==> src/rtl/bbox_extract.sv <==
// Bounding-box measurement over a raster-order pixel mask; reports box centre,
// size and a found flag once per frame, two edges after the frame's last pixel.
module bbox_extract #(
  parameter int IMG_WIDTH  = 768,
  parameter int IMG_HEIGHT = 576,
  parameter int MIN_PIXELS = 64
) (
  input  logic       clk,
  input  logic       reset_n,
  input  logic       in_valid,
  input  logic       sof,
  input  logic       mask,
  output logic [9:0] x,
  output logic [9:0] y,
  output logic [9:0] width,
  output logic [9:0] height,
  output logic       found,
  output logic       out_valid
);

  typedef enum logic [1:0] {SCAN, CALC, PUBLISH} state_t;

  localparam logic [9:0]  X_LAST    = 10'(IMG_WIDTH - 1);
  localparam logic [9:0]  Y_LAST    = 10'(IMG_HEIGHT - 1);
  localparam logic [19:0] MIN_CNT   = 20'(MIN_PIXELS);
  localparam logic [9:0]  EMPTY_MIN = 10'd1023;

  function automatic logic [9:0] centre(input logic [9:0] lo, input logic [9:0] hi);
    logic [10:0] sum;
    sum = {1'b0, lo} + {1'b0, hi};
    return sum[10:1];
  endfunction

  logic [9:0]  x_cnt_q, y_cnt_q, px, py;
  logic [9:0]  min_x_q, max_x_q, min_y_q, max_y_q;
  logic [9:0]  min_x_d, max_x_d, min_y_d, max_y_d;
  logic [19:0] cnt_q, cnt_d;
  logic        frame_end;

  logic [9:0]  snap_min_x_q, snap_max_x_q, snap_min_y_q, snap_max_y_q;
  logic [19:0] snap_cnt_q;
  logic [9:0]  calc_x_q, calc_y_q, calc_w_q, calc_h_q;
  logic        calc_found_q;
  state_t      state_q;

  // Fold the current pixel into the accumulators; sof restarts them from empty.
  always_comb begin
    px        = sof ? 10'd0 : x_cnt_q;
    py        = sof ? 10'd0 : y_cnt_q;
    frame_end = in_valid && (px == X_LAST) && (py == Y_LAST);
    min_x_d   = sof ? EMPTY_MIN : min_x_q;
    max_x_d   = sof ? 10'd0     : max_x_q;
    min_y_d   = sof ? EMPTY_MIN : min_y_q;
    max_y_d   = sof ? 10'd0     : max_y_q;
    cnt_d     = sof ? 20'd0     : cnt_q;
    if (mask) begin
      if (px < min_x_d) min_x_d = px;
      if (px > max_x_d) max_x_d = px;
      if (py < min_y_d) min_y_d = py;
      if (py > max_y_d) max_y_d = py;
      if (cnt_d != '1)  cnt_d   = cnt_d + 20'd1;
    end
  end

  always_ff @(posedge clk or negedge reset_n) begin
    if (!reset_n) begin
      x_cnt_q      <= '0;
      y_cnt_q      <= '0;
      min_x_q      <= EMPTY_MIN;
      max_x_q      <= '0;
      min_y_q      <= EMPTY_MIN;
      max_y_q      <= '0;
      cnt_q        <= '0;
      snap_min_x_q <= EMPTY_MIN;
      snap_max_x_q <= '0;
      snap_min_y_q <= EMPTY_MIN;
      snap_max_y_q <= '0;
      snap_cnt_q   <= '0;
    end else if (in_valid) begin
      x_cnt_q <= (px == X_LAST) ? 10'd0 : px + 10'd1;
      if (px == X_LAST) y_cnt_q <= (py == Y_LAST) ? 10'd0 : py + 10'd1;
      else              y_cnt_q <= py;
      // The frame's last pixel lands in the snapshot; accumulators start over.
      if (frame_end) begin
        snap_min_x_q <= min_x_d;
        snap_max_x_q <= max_x_d;
        snap_min_y_q <= min_y_d;
        snap_max_y_q <= max_y_d;
        snap_cnt_q   <= cnt_d;
        min_x_q      <= EMPTY_MIN;
        max_x_q      <= '0;
        min_y_q      <= EMPTY_MIN;
        max_y_q      <= '0;
        cnt_q        <= '0;
      end else begin
        min_x_q <= min_x_d;
        max_x_q <= max_x_d;
        min_y_q <= min_y_d;
        max_y_q <= max_y_d;
        cnt_q   <= cnt_d;
      end
    end
  end

  always_ff @(posedge clk or negedge reset_n) begin
    if (!reset_n) begin
      state_q      <= SCAN;
      calc_x_q     <= '0;
      calc_y_q     <= '0;
      calc_w_q     <= '0;
      calc_h_q     <= '0;
      calc_found_q <= 1'b0;
      x            <= '0;
      y            <= '0;
      width        <= '0;
      height       <= '0;
      found        <= 1'b0;
      out_valid    <= 1'b0;
    end else begin
      out_valid <= 1'b0;
      case (state_q)
        SCAN: if (frame_end) state_q <= CALC;
        CALC: begin
          calc_x_q     <= centre(snap_min_x_q, snap_max_x_q);
          calc_y_q     <= centre(snap_min_y_q, snap_max_y_q);
          calc_w_q     <= snap_max_x_q - snap_min_x_q + 10'd1;
          calc_h_q     <= snap_max_y_q - snap_min_y_q + 10'd1;
          calc_found_q <= (snap_cnt_q >= MIN_CNT);
          state_q      <= PUBLISH;
        end
        PUBLISH: begin
          // A frame below threshold still pulses but leaves the box untouched.
          found     <= calc_found_q;
          out_valid <= 1'b1;
          if (calc_found_q) begin
            x      <= calc_x_q;
            y      <= calc_y_q;
            width  <= calc_w_q;
            height <= calc_h_q;
          end
          state_q <= SCAN;
        end
        default: state_q <= SCAN;
      endcase
    end
  end

endmodule
==> config.mk <==
export PLATFORM = sky130hd
export DESIGN_NAME = bbox_extract
export DESIGN_NICKNAME = d
export VERILOG_FILES = /design/src/rtl/bbox_extract.sv
export SDC_FILE = /design/constraint.sdc
export NUM_CORES = 1
export LEC_CHECK = 0
export BUFFER_PORTS_ARGS = -buffer_cell sky130_fd_sc_hd__buf_2
export CAP_MARGIN = 20
export CORE_UTILIZATION = 35
export DETAILED_ROUTE_END_ITERATION = 12
export GPL_TIMING_DRIVEN = 0
export PLACE_DENSITY = 0.61
export SYNTH_ARGS = -nofsm -noshare
export SYNTH_HDL_FRONTEND = slang
export SYNTH_SLANG_ARGS = --single-unit
==> constraint.sdc <==
create_clock -name clk -period 3.04 [get_ports clk]
set_input_delay 0.304 -clock clk [delete_from_list [all_inputs] [get_ports clk]]
set_output_delay 0.304 -clock clk [all_outputs]
set_load 0.01 [all_outputs]
==> impl_metrics.env, run 1 <==
export IMPL_fin_crit_sh=0.966
export IMPL_syn_nets=1426
export IMPL_dp_slack_ps=-1750
export IMPL_drc_errors=7
export IMPL_clkTransAtPathRegs_ps=60
export IMPL_drive_above_1_share=0.185
export IMPL_vias=10258
export IMPL_wl_per_cell_um=18.2
export IMPL_cts_made_buffers=25
export IMPL_multi_input_area_um2=6710
export IMPL_ys_types=89
export IMPL_first_iter_violations=838
export IMPL_path_delay_family="buffers and inverters"
export IMPL_worstSetupStartpointType="input pin"
export IMPL_synth_top_area_share=0.350
export IMPL_ys_ff_latch=219
export IMPL_rr_endpoint="cnt_q[10]"
export IMPL_layout_setup_ws_ps=103
export IMPL_area_growth_pct=15.0
export IMPL_irDropWorstVdd_mv=0.251
export IMPL_ys_warn_count=0
export IMPL_yosys_top_cells_area="dfrtp_1, ha_1, dfstp_2"
export IMPL_syn_area_um2=12800
export IMPL_cp_depth=15
export IMPL_fp_row_count=69
export IMPL_startpoint="sof"
export IMPL_wl_mm=34.5
export IMPL_crit_top_cell="buf_6"
export IMPL_ys_seq_area_frac=0.432
export IMPL_cp_num_buf_inv=7
export IMPL_worstPathRequired_ps=3450
export IMPL_htree_levels=1
export IMPL_first_global_vias=9977
export IMPL_timing_rr_start="x_cnt_q[0]"
export IMPL_finalSetupTns_ps=0
export IMPL_cts_buffer_depth=3
export IMPL_hold_class="input pin to flop"
export IMPL_io_buffers=44
export IMPL_setup_violations=0
export IMPL_cpMaxStageDelayCell="clkbuf_2"
export IMPL_path_cells="clkbuf_4 -> inv_2 -> clkbuf_2 -> nand2_1 -> inv_1 -> ha_2 -> and4_2 -> nand4_4 -> or2_1 -> buf_2 -> o21ai_4 -> buf_6 -> buf_6 -> nor2_1 -> a22o_1"
export IMPL_seq_area_um2=5530
export IMPL_overflow=0
export IMPL_tightestPinTransition_ps=744
export IMPL_drtAntennaViolNets=0
export IMPL_holdWs_ps=263
export IMPL_ios=47
export IMPL_placed_cells=1837
export IMPL_stdcell_count=1891
export IMPL_dr_pass1_iters=11
export IMPL_yosysTopAreaCell="dfrtp_1"
export IMPL_slew_headroom=0.504
export IMPL_postSynth_asyncResetShare=1.00
export IMPL_die_h_um=193
export IMPL_core_um2=35800
export IMPL_place_congestion=0.879
export IMPL_ff2ff_path_depth=12
export IMPL_viasPerCell=5.42
export IMPL_crit_path_end="cnt_q[10]"
export IMPL_final_min_clock_period_ps=2940
export IMPL_nets=1507
export IMPL_r2r_slack_ps=100
export IMPL_cpPeakStageDelay_ps=290
export IMPL_critical_path_class="input pin to flop"
export IMPL_antenna_found_initial=1
export IMPL_clk_latency_ps=550
export IMPL_violations="design-rule violations"
export IMPL_slew_viol_final=0
export IMPL_clock_sinks=219
export IMPL_cp_end_kind="flop"
export IMPL_clock_skew_ps=20.1
export IMPL_grt_pass1_wl_mm=55.5
export IMPL_nFillCells=3470
export IMPL_drv_cap=0
export IMPL_cts_tree="built"
export IMPL_final_core_util=0.411
export IMPL_synth_cells=1330
export IMPL_synth_ff_type="dfrtp_1"
export IMPL_die_area_um2=37400
export IMPL_syn_area_per_cell_um2=9.63
export IMPL_max_freq_ghz=0.341
export IMPL_die_w_um=193
export IMPL_antenna_cells=0
export IMPL_worstPathArrival_ps=3350
export IMPL_dp_hpwl_mm=25.5
export IMPL_crit_fanout=10
export IMPL_grt_usage=0.183
export IMPL_synth_edff_count=0
export IMPL_p_per_area_nw_per_um2=463
export IMPL_hold_viol=0
export IMPL_status="finished with violations"
export IMPL_leakagePower_nw=6.91
export IMPL_ctsRootBufferMaster="clkbuf_16"
export IMPL_initial_core_util=0.358
export IMPL_grt_max_degree=87
[timing repair]
action	4_1_cts	5_1_grt
setup endpoints to repair	112	110
endpoints found under the hold margin	53	0
resized for setup	25	24
pin swaps	1	4
setup buffers	0	6
gates cloned	0	1
hold buffers	1	0
[cells in the mapped netlist, types with 7 or more instances]
library cell,number
dfstp_2,40
ha_1,87
clkbuf_1,27
xnor2_1,28
nor2_1,102
a21oi_1,34
buf_1,10
dfrtp_1,179
nor3_1,25
nand3_1,24
a221oi_1,17
nor4_1,8
o31ai_1,21
a22o_1,25
nand2_1,156
a31oi_1,15
nor3b_1,8
and3_1,7
and4_1,7
xor2_1,12
nand2b_1,11
nor2b_1,43
buf_2,22
a22oi_1,7
o21bai_1,7
o211ai_1,8
o21ai_0,102
inv_1,80
a211oi_1,13
a21o_1,9
mux2_2,42
o21ai_1,12
[cells in the final DEF, fill, tap and decap left out, types with 7 or more instances in the layout]
cell type | synthesis | final
nor4_1 | 8 | 8
buf_4 | 5 | 17
buf_2 | 22 | 57
o211ai_1 | 8 | 8
a22oi_1 | 7 | 7
dfstp_2 | 40 | 40
clkbuf_1 | 27 | 23
clkbuf_16 | 0 | 25
clkinv_2 | 0 | 7
nor2b_1 | 43 | 41
a211oi_1 | 13 | 13
o21ai_1 | 12 | 12
o21bai_1 | 7 | 7
a31oi_1 | 15 | 15
nor3_1 | 25 | 24
o31ai_1 | 21 | 20
a221oi_1 | 17 | 17
a21oi_1 | 34 | 34
nand2b_1 | 11 | 10
mux2_2 | 42 | 42
nand3_1 | 24 | 24
a22o_1 | 25 | 25
and3_1 | 7 | 7
buf_1 | 10 | 7
ha_1 | 87 | 86
nand2_1 | 156 | 154
nor3b_1 | 8 | 8
o21ai_0 | 102 | 102
a21o_1 | 9 | 9
xor2_1 | 12 | 12
nor2_1 | 102 | 101
dfrtp_1 | 179 | 178
xnor2_1 | 28 | 28
inv_1 | 80 | 80
[kinds of logic after synthesis]
| group | after synthesis | share of synthesized area |
|---|---|---|
| xor+xnor | 40 | 0.0273 |
| buf+inv | 149 | 0.0496 |
| mux | 48 | 0.0416 |
| simple gates | 453 | 0.182 |
| flops | 219 | 0.432 |
| fa+ha+maj | 91 | 0.0912 |
| compound gates | 330 | 0.177 |
[layout make-up]
type | count | share of cell area
plain buffers | 68 | 0.0265
clock buffers | 31 | 0.0460
inverters | 81 | 0.0206
multi-input cells | 963 | 0.455
repair buffers | 53 | 0.0241
well taps | 461 | 0.0391
clock inverters | 15 | 0.0130
flip-flops and latches | 219 | 0.375
[power breakdown]
group / leakage, nW / switching (mW) / total [mW] / internal [mW]
combinational: 3.58 / 0.363 / 0.552 / 0.189
sequential: 2.90 / 0.0671 / 3.07 / 3.00
clock: 0.432 / 1.27 / 3.20 / 1.93
total: 6.91 / 1.70 / 6.82 / 5.12
[worst reg2reg max path, stage by stage (launching register included)]
cell      delay [ps]
dfrtp_2          450
nand2b_2         150
inv_1            160
ha_2             250
and4_2           290
nand4_4          170
or2_1            260
buf_2            170
o21ai_4          240
buf_6            230
buf_6            190
nor2_1            70
a22o_1           180
[worst min-delay path by stage]
stage | start | end | cells after the start
finish | sof | min_x_q[2] | 4
global route | sof | min_x_q[2] | 4
CTS | reset_n | calc_y_q[1] | 2
detailed placement | reset_n | height[9] | 1
global placement | state_q[1] | state_q[0] | 1
floorplan | reset_n | calc_found_q | 0
[state kept, by name (all words and copies together), names as in the netlist, 2 cells and up]
signal        flops
calc_h_q         10
calc_w_q         10
calc_x_q         10
calc_y_q         10
cnt_q            20
height           10
max_x_q          10
max_y_q          10
min_x_q          10
min_y_q          10
snap_cnt_q       14
snap_max_x_q     10
snap_max_y_q     10
snap_min_x_q     10
snap_min_y_q     10
state_q           2
width            10
x                10
x_cnt_q          10
y                10
y_cnt_q          10
[through the flow]
step / total power [mW] / cell area, µm²
6_report: 6.82 / 14700
5_1_grt: 7.07 / 14700
4_1_cts: 6.87 / 14600
3_5_place_dp: 3.64 / 13700
3_3_place_gp: 3.62 / 13600
2_1_floorplan: 3.42 / 12800
[layer usage]
metal | routed length [µm] | vias to the layer above | share of wire | global-route usage
met5 | 13 | - | 0.00038 | 0
met4 | 981 | 2 | 0.028 | 0.0610
met3 | 1750 | 73 | 0.051 | 0.0241
met2 | 15900 | 284 | 0.46 | 0.296
met1 | 15900 | 4981 | 0.46 | 0.251
li1 | - | 4918 | - | -
(Power assumes the default switching activity.)
==> run 2, diff against run 1 <==
==> constraint.sdc (replaced) <==
create_clock -name clk -period 3.04 [get_ports clk]
set_input_delay 0.152 -clock clk [delete_from_list [all_inputs] [get_ports clk]]
set_output_delay 0.152 -clock clk [all_outputs]
set_load 0.01 [all_outputs]
==> run 2 against run 1 <==
Against the previous run:
- the flow still finishes with violations (design-rule violations)
- first-iteration DRC count down 1.9%
- sequential power hardly changed
- clock-buffer cell count stayed put
- sequential share of layout area increased by 0.23 points
- wire length fell by 0.55%
==> impl_metrics.env, run 2 (synthesized netlist as in run 1, its figures left out) <==
export IMPL_seqPwrFrac=0.451
export IMPL_irDropWorstVdd_mv=0.251
export IMPL_leakagePower_nw=6.88
export IMPL_crit_fanout=10
export IMPL_grt_max_degree=87
export IMPL_vias=10262
export IMPL_drtAntennaViolNets=0
export IMPL_max_freq_ghz=0.341
export IMPL_crit_path_end="cnt_q[10]"
export IMPL_crit_top_cell="buf_6"
export IMPL_area_growth_pct=14.3
export IMPL_placed_cells=1837
export IMPL_largest_reg_flops=20
export IMPL_drv_cap=0
export IMPL_cpPeakStageDelay_ps=410
export IMPL_fp_row_count=69
export IMPL_first_global_vias=9972
export IMPL_clkTransAtPathRegs_ps=60
export IMPL_io_buffers=44
export IMPL_clock_skew_ps=19.6
export IMPL_ctsRootBufferMaster="clkbuf_16"
export IMPL_worstPathRequired_ps=3450
export IMPL_most_common_layout_cells="dfrtp_1, nand2_1, nor2_1, o21ai_0, ha_1"
export IMPL_overflow=0
export IMPL_critical_path_class="flop to flop"
export IMPL_core_um2=35800
export IMPL_sw_frac_of_total=0.249
export IMPL_violations="design-rule violations"
export IMPL_p_comb_frac=0.079
export IMPL_place_congestion=0.879
export IMPL_die_area_um2=37400
export IMPL_final_common_cell="dfrtp_1"
export IMPL_worstSetupStartpointType="flop"
export IMPL_first_iter_violations=822
export IMPL_stdcell_count=1885
export IMPL_htree_levels=1
export IMPL_holdWs_ps=137
export IMPL_clkPwrFrac=0.470
export IMPL_largestRegisters="cnt_q: 20 flops, snap_cnt_q: 14 flops"
export IMPL_die_w_um=193
export IMPL_hold_class="input pin to asynchronous set/reset pin"
export IMPL_status="finished with violations"
export IMPL_viasPerCell=5.44
export IMPL_initial_core_util=0.358
export IMPL_slew_viol_final=0
export IMPL_p_per_area_nw_per_um2=465
export IMPL_cts_tree="built"
export IMPL_wl_mm=34.3
export IMPL_nets=1501
export IMPL_hold_viol=0
export IMPL_cpMaxStageDelayCell="dfrtp_1"
export IMPL_ff2ff_path_depth=12
export IMPL_drive_above_1_share=0.177
export IMPL_startpoint="x_cnt_q[1]"
export IMPL_die_h_um=193
export IMPL_dp_hpwl_mm=25.5
export IMPL_power_total_mw=6.81
export IMPL_grt_pass1_wl_mm=55.4
export IMPL_nFillCells=3479
export IMPL_tightestPinTransition_ps=739
export IMPL_antenna_found_initial=0
export IMPL_timing_rr_start="x_cnt_q[1]"
export IMPL_grt_usage=0.182
export IMPL_fin_crit_sh=0.966
export IMPL_post_route_cell_area_um2=14600
export IMPL_postPlaceCellArea_um2=13700
export IMPL_slew_headroom=0.507
export IMPL_dr_pass1_iters=11
export IMPL_path_cells="nand2_1 -> inv_1 -> ha_2 -> and4_2 -> nand4_4 -> or2_1 -> buf_2 -> o21ai_4 -> buf_6 -> buf_6 -> nor2_1 -> a22o_1"
export IMPL_power_switching_mw=1.69
export IMPL_rr_endpoint="cnt_q[10]"
export IMPL_cp_end_kind="flop"
export IMPL_final_min_clock_period_ps=2940
export IMPL_clock_sinks=219
export IMPL_setup_violations=0
export IMPL_cts_buffer_depth=3
export IMPL_wl_per_cell_um=18.2
export IMPL_largest_register="cnt_q"
export IMPL_r2r_slack_ps=100
export IMPL_cts_made_buffers=25
export IMPL_power_internal_mw=5.11
export IMPL_drc_errors=7
export IMPL_clk_latency_ps=540
export IMPL_worstPathArrival_ps=3350
export IMPL_antenna_cells=0
export IMPL_ios=47
==> run 2: through the flow <==
| stage | setup TNS [ps] | setup slack, ps | util |
|---|---|---|---|
| CTS | 0 | 22.4 | 0.407 |
| floorplan | 0 | 188 | - |
| finish | 0 | 103 | 0.409 |
| global route | -27.0 | -14.5 | 0.409 |
| global placement | -498740 | -2070 | 0.380 |
| detailed placement | -104730 | -1600 | 0.382 |
==> run 2: worst max-delay path: cells and delay by family, from the launching register on <==
kind / cells / cell delay [ps]
and+or+nand+nor: 5 / 950
buffers and inverters: 4 / 750
adders and majority gates: 1 / 240
AOI/OAI and AO/OA: 2 / 430
DFF: 1 / 410
==> run 2: power groups by stage <==
stage / clock network (mW) / logic (mW) / registers (mW)
global route: 3.39 / 0.594 / 3.08
global placement: 0 / 0.508 / 3.11
detailed placement: 0 / 0.528 / 3.12
floorplan: 0 / 0.329 / 3.09
CTS: 3.26 / 0.538 / 3.06
finish: 3.20 / 0.541 / 3.07
==> run 2: layout make-up <==
| type | instances | area (µm²) | area share |
|---|---|---|---|
| inverter | 81 | 304 | 0.0208 |
| clock inverter | 15 | 191 | 0.0131 |
| buffer | 67 | 365 | 0.0250 |
| clock buffer | 31 | 678 | 0.0463 |
| multi-input combinational | 962 | 6670 | 0.456 |
| timing repair buffer | 49 | 323 | 0.0220 |
| sequential | 219 | 5530 | 0.378 |
| tap | 461 | 577 | 0.0394 |
==> run 2: how the worst min path moves through the flow <==
stage	from	to
finish	reset_n	height[9]
CTS	reset_n	calc_y_q[1]
detailed placement	reset_n	height[9]
global placement	state_q[1]	state_q[0]
global route	reset_n	height[2]
floorplan	reset_n	calc_found_q
==> run 2: layer usage <==
layer	wire length, µm	up-vias	track usage
met5	0	-	0
met1	15900	4983	0.252
met4	1000	0	0.0625
met3	1660	73	0.0225
met2	15700	290	0.294
li1	-	4916	-
==> run 2: repair_timing <==
item,CTS,global route
gates resized for setup,19,10
hold buffers,1,0
endpoints found under the hold margin,76,0
cloned,0,0
pin swaps,0,1
endpoints found under the setup margin,87,109
setup buffers,0,2
==> run 3, diff against run 2 <==
--- a/config.mk
+++ b/config.mk
@@ -7,10 +7,12 @@
 export LEC_CHECK = 0
 export BUFFER_PORTS_ARGS = -buffer_cell sky130_fd_sc_hd__buf_2
 export CAP_MARGIN = 20
+export CORE_MARGIN = 2
 export CORE_UTILIZATION = 35
 export DETAILED_ROUTE_END_ITERATION = 12
 export GPL_TIMING_DRIVEN = 0
 export PLACE_DENSITY = 0.61
+export SKIP_CTS_REPAIR_TIMING = 1
 export SYNTH_ARGS = -nofsm -noshare
 export SYNTH_HDL_FRONTEND = slang
 export SYNTH_SLANG_ARGS = --single-unit
==> run 3 against run 2 <==
Against the previous run:
- the run now ends clean
- final area barely moved
- largest power group unchanged
- sequential power is essentially flat
- clock-buffer cell count grew 1
- power up 0.43%
- clock power barely moved
==> impl_metrics.env, run 3 (synthesized netlist as in run 1, its figures left out) <==
export IMPL_status="complete, no violations"
export IMPL_htree_levels=1
export IMPL_clkPwrFrac=0.472
export IMPL_power_switching_mw=1.70
export IMPL_overflow=0
export IMPL_initial_core_util=0.352
export IMPL_seqPwrFrac=0.449
export IMPL_p_per_area_nw_per_um2=467
export IMPL_worstPathRequired_ps=3490
export IMPL_cpMaxStageDelayCell="or4_1"
export IMPL_vias=10212
export IMPL_largestRegisters="cnt_q: 20 flops, snap_cnt_q: 14 flops"
export IMPL_tightestPinTransition_ps=810
export IMPL_wl_mm=34.8
export IMPL_slew_viol_final=0
export IMPL_crit_fanout=10
export IMPL_viasPerCell=5.40
export IMPL_leakagePower_nw=6.87
export IMPL_largest_register="cnt_q"
export IMPL_first_global_vias=10054
export IMPL_io_buffers=44
export IMPL_setup_violations=0
export IMPL_fin_crit_sh=1.00
export IMPL_largest_reg_flops=20
export IMPL_clock_skew_ps=22.1
export IMPL_die_w_um=195
export IMPL_hold_viol=0
export IMPL_wl_per_cell_um=18.4
export IMPL_die_h_um=195
export IMPL_p_comb_frac=0.079
export IMPL_grt_usage=0.182
export IMPL_path_delay_family="buffers and inverters"
export IMPL_max_freq_ghz=0.329
export IMPL_power_internal_mw=5.14
export IMPL_post_route_cell_area_um2=14600
export IMPL_ctsRootBufferMaster="clkbuf_16"
export IMPL_slew_headroom=0.460
export IMPL_cp_end_kind="flop"
export IMPL_placed_cells=1843
export IMPL_cp_num_buf_inv=7
export IMPL_grt_max_degree=123
export IMPL_place_congestion=0.881
export IMPL_dp_hpwl_mm=25.4
export IMPL_final_common_cell="dfrtp_1"
export IMPL_clock_sinks=219
export IMPL_hold_class="input pin to flop"
export IMPL_area_growth_pct=14.3
export IMPL_cts_made_buffers=25
export IMPL_crit_top_cell="clkbuf_4"
export IMPL_path_cells="buf_2 -> buf_6 -> clkbuf_4 -> buf_4 -> clkbuf_4 -> clkbuf_4 -> nor2_1 -> ha_1 -> inv_1 -> nor3_1 -> a311o_1 -> o2111a_1 -> or4_1 -> o311a_1"
export IMPL_drive_above_1_share=0.177
export IMPL_antenna_cells=0
export IMPL_grt_pass1_wl_mm=55.9
export IMPL_drc_errors=0
export IMPL_worstPathArrival_ps=3490
export IMPL_holdPathStages=4
export IMPL_cp_depth=14
export IMPL_worstSetupStartpointType="input pin"
export IMPL_irDropWorstVdd_mv=0.368
export IMPL_drtAntennaViolNets=0
export IMPL_die_area_um2=38100
export IMPL_first_iter_violations=724
export IMPL_stdcell_count=1892
export IMPL_cpPeakStageDelay_ps=530
export IMPL_cts_buffer_depth=3
export IMPL_fp_row_count=70
export IMPL_sw_frac_of_total=0.249
export IMPL_clkTransAtPathRegs_ps=60
export IMPL_dr_pass1_iters=5
export IMPL_r2r_slack_ps=170
export IMPL_most_common_layout_cells="dfrtp_1, nand2_1, o21ai_0"
export IMPL_core_um2=36300
export IMPL_finalSetupTns_ps=0
export IMPL_cts_tree="built"
export IMPL_ios=47
export IMPL_postPlaceCellArea_um2=13700
export IMPL_antenna_found_initial=0
export IMPL_holdWs_ps=204
export IMPL_critical_path_class="input pin to flop"
export IMPL_ff2ff_path_depth=12
export IMPL_nets=1502
export IMPL_clk_latency_ps=540
export IMPL_final_min_clock_period_ps=3040
export IMPL_drv_cap=0
[run 3: cell count changes in the layout (fill, tap and decap cells not counted), sizes merged]
cell | before | now
buf | 86 | 85
clkbuf | 60 | 63
clkinv | 8 | 4
clkinvlp | 1 | 3
[run 3: path summary, 6_finish.rpt]
kind,start,end
max in group asynchronous,reset_n,x_cnt_q[0]
setup reg to reg,x_cnt_q[0],cnt_q[3]
hold reg to reg,state_q[1],state_q[0]
setup / recovery,sof,min_y_q[5]
min in group asynchronous,reset_n,y[7]
hold / removal,sof,min_x_q[2]
[run 3: final cells by class]
class                   instances  area (µm²)
plain buffers                  68         373
repair buffers                 49         303
inverters                      81         304
multi-input cells             962        6670
flip-flops and latches        219        5530
clock inverters                13         188
clock buffers                  32         692
well taps                     468         586
fillers                      3594       21700
[run 3: layer usage]
layer / share of wire / GRT usage / up-vias
met2: 0.47 / 0.304 / 271
met5: 0 / 0 / -
li1: - / - / 4917
met4: 0.023 / 0.0557 / 0
met3: 0.046 / 0.0192 / 64
met1: 0.46 / 0.250 / 4960
[run 3: worst min-delay path: stages]
cell and delay [ps]:
buf_2 240, inv_2 140, nand2_1 110, a221oi_1 90
[run 3: power by group through the flow]
stage	sequential, mW	combinational (mW)	clock, mW
CTS	3.06	0.529	3.28
detailed placement	3.11	0.527	0
finish	3.07	0.542	3.23
global route	3.07	0.596	3.41
global placement	3.11	0.512	0
floorplan	3.09	0.329	0
[run 3: through the flow]
| stage | power (mW) | setup WS (ps) | utilization |
|---|---|---|---|
| 2_1_floorplan | 3.42 | 188 | - |
| 3_3_place_gp | 3.63 | -2090 | 0.375 |
| 3_5_place_dp | 3.64 | -1570 | 0.376 |
| 4_1_cts | 6.87 | -1010 | 0.400 |
| 5_1_grt | 7.08 | -5.07 | 0.403 |
| 6_report | 6.84 | 1.51 | 0.403 |
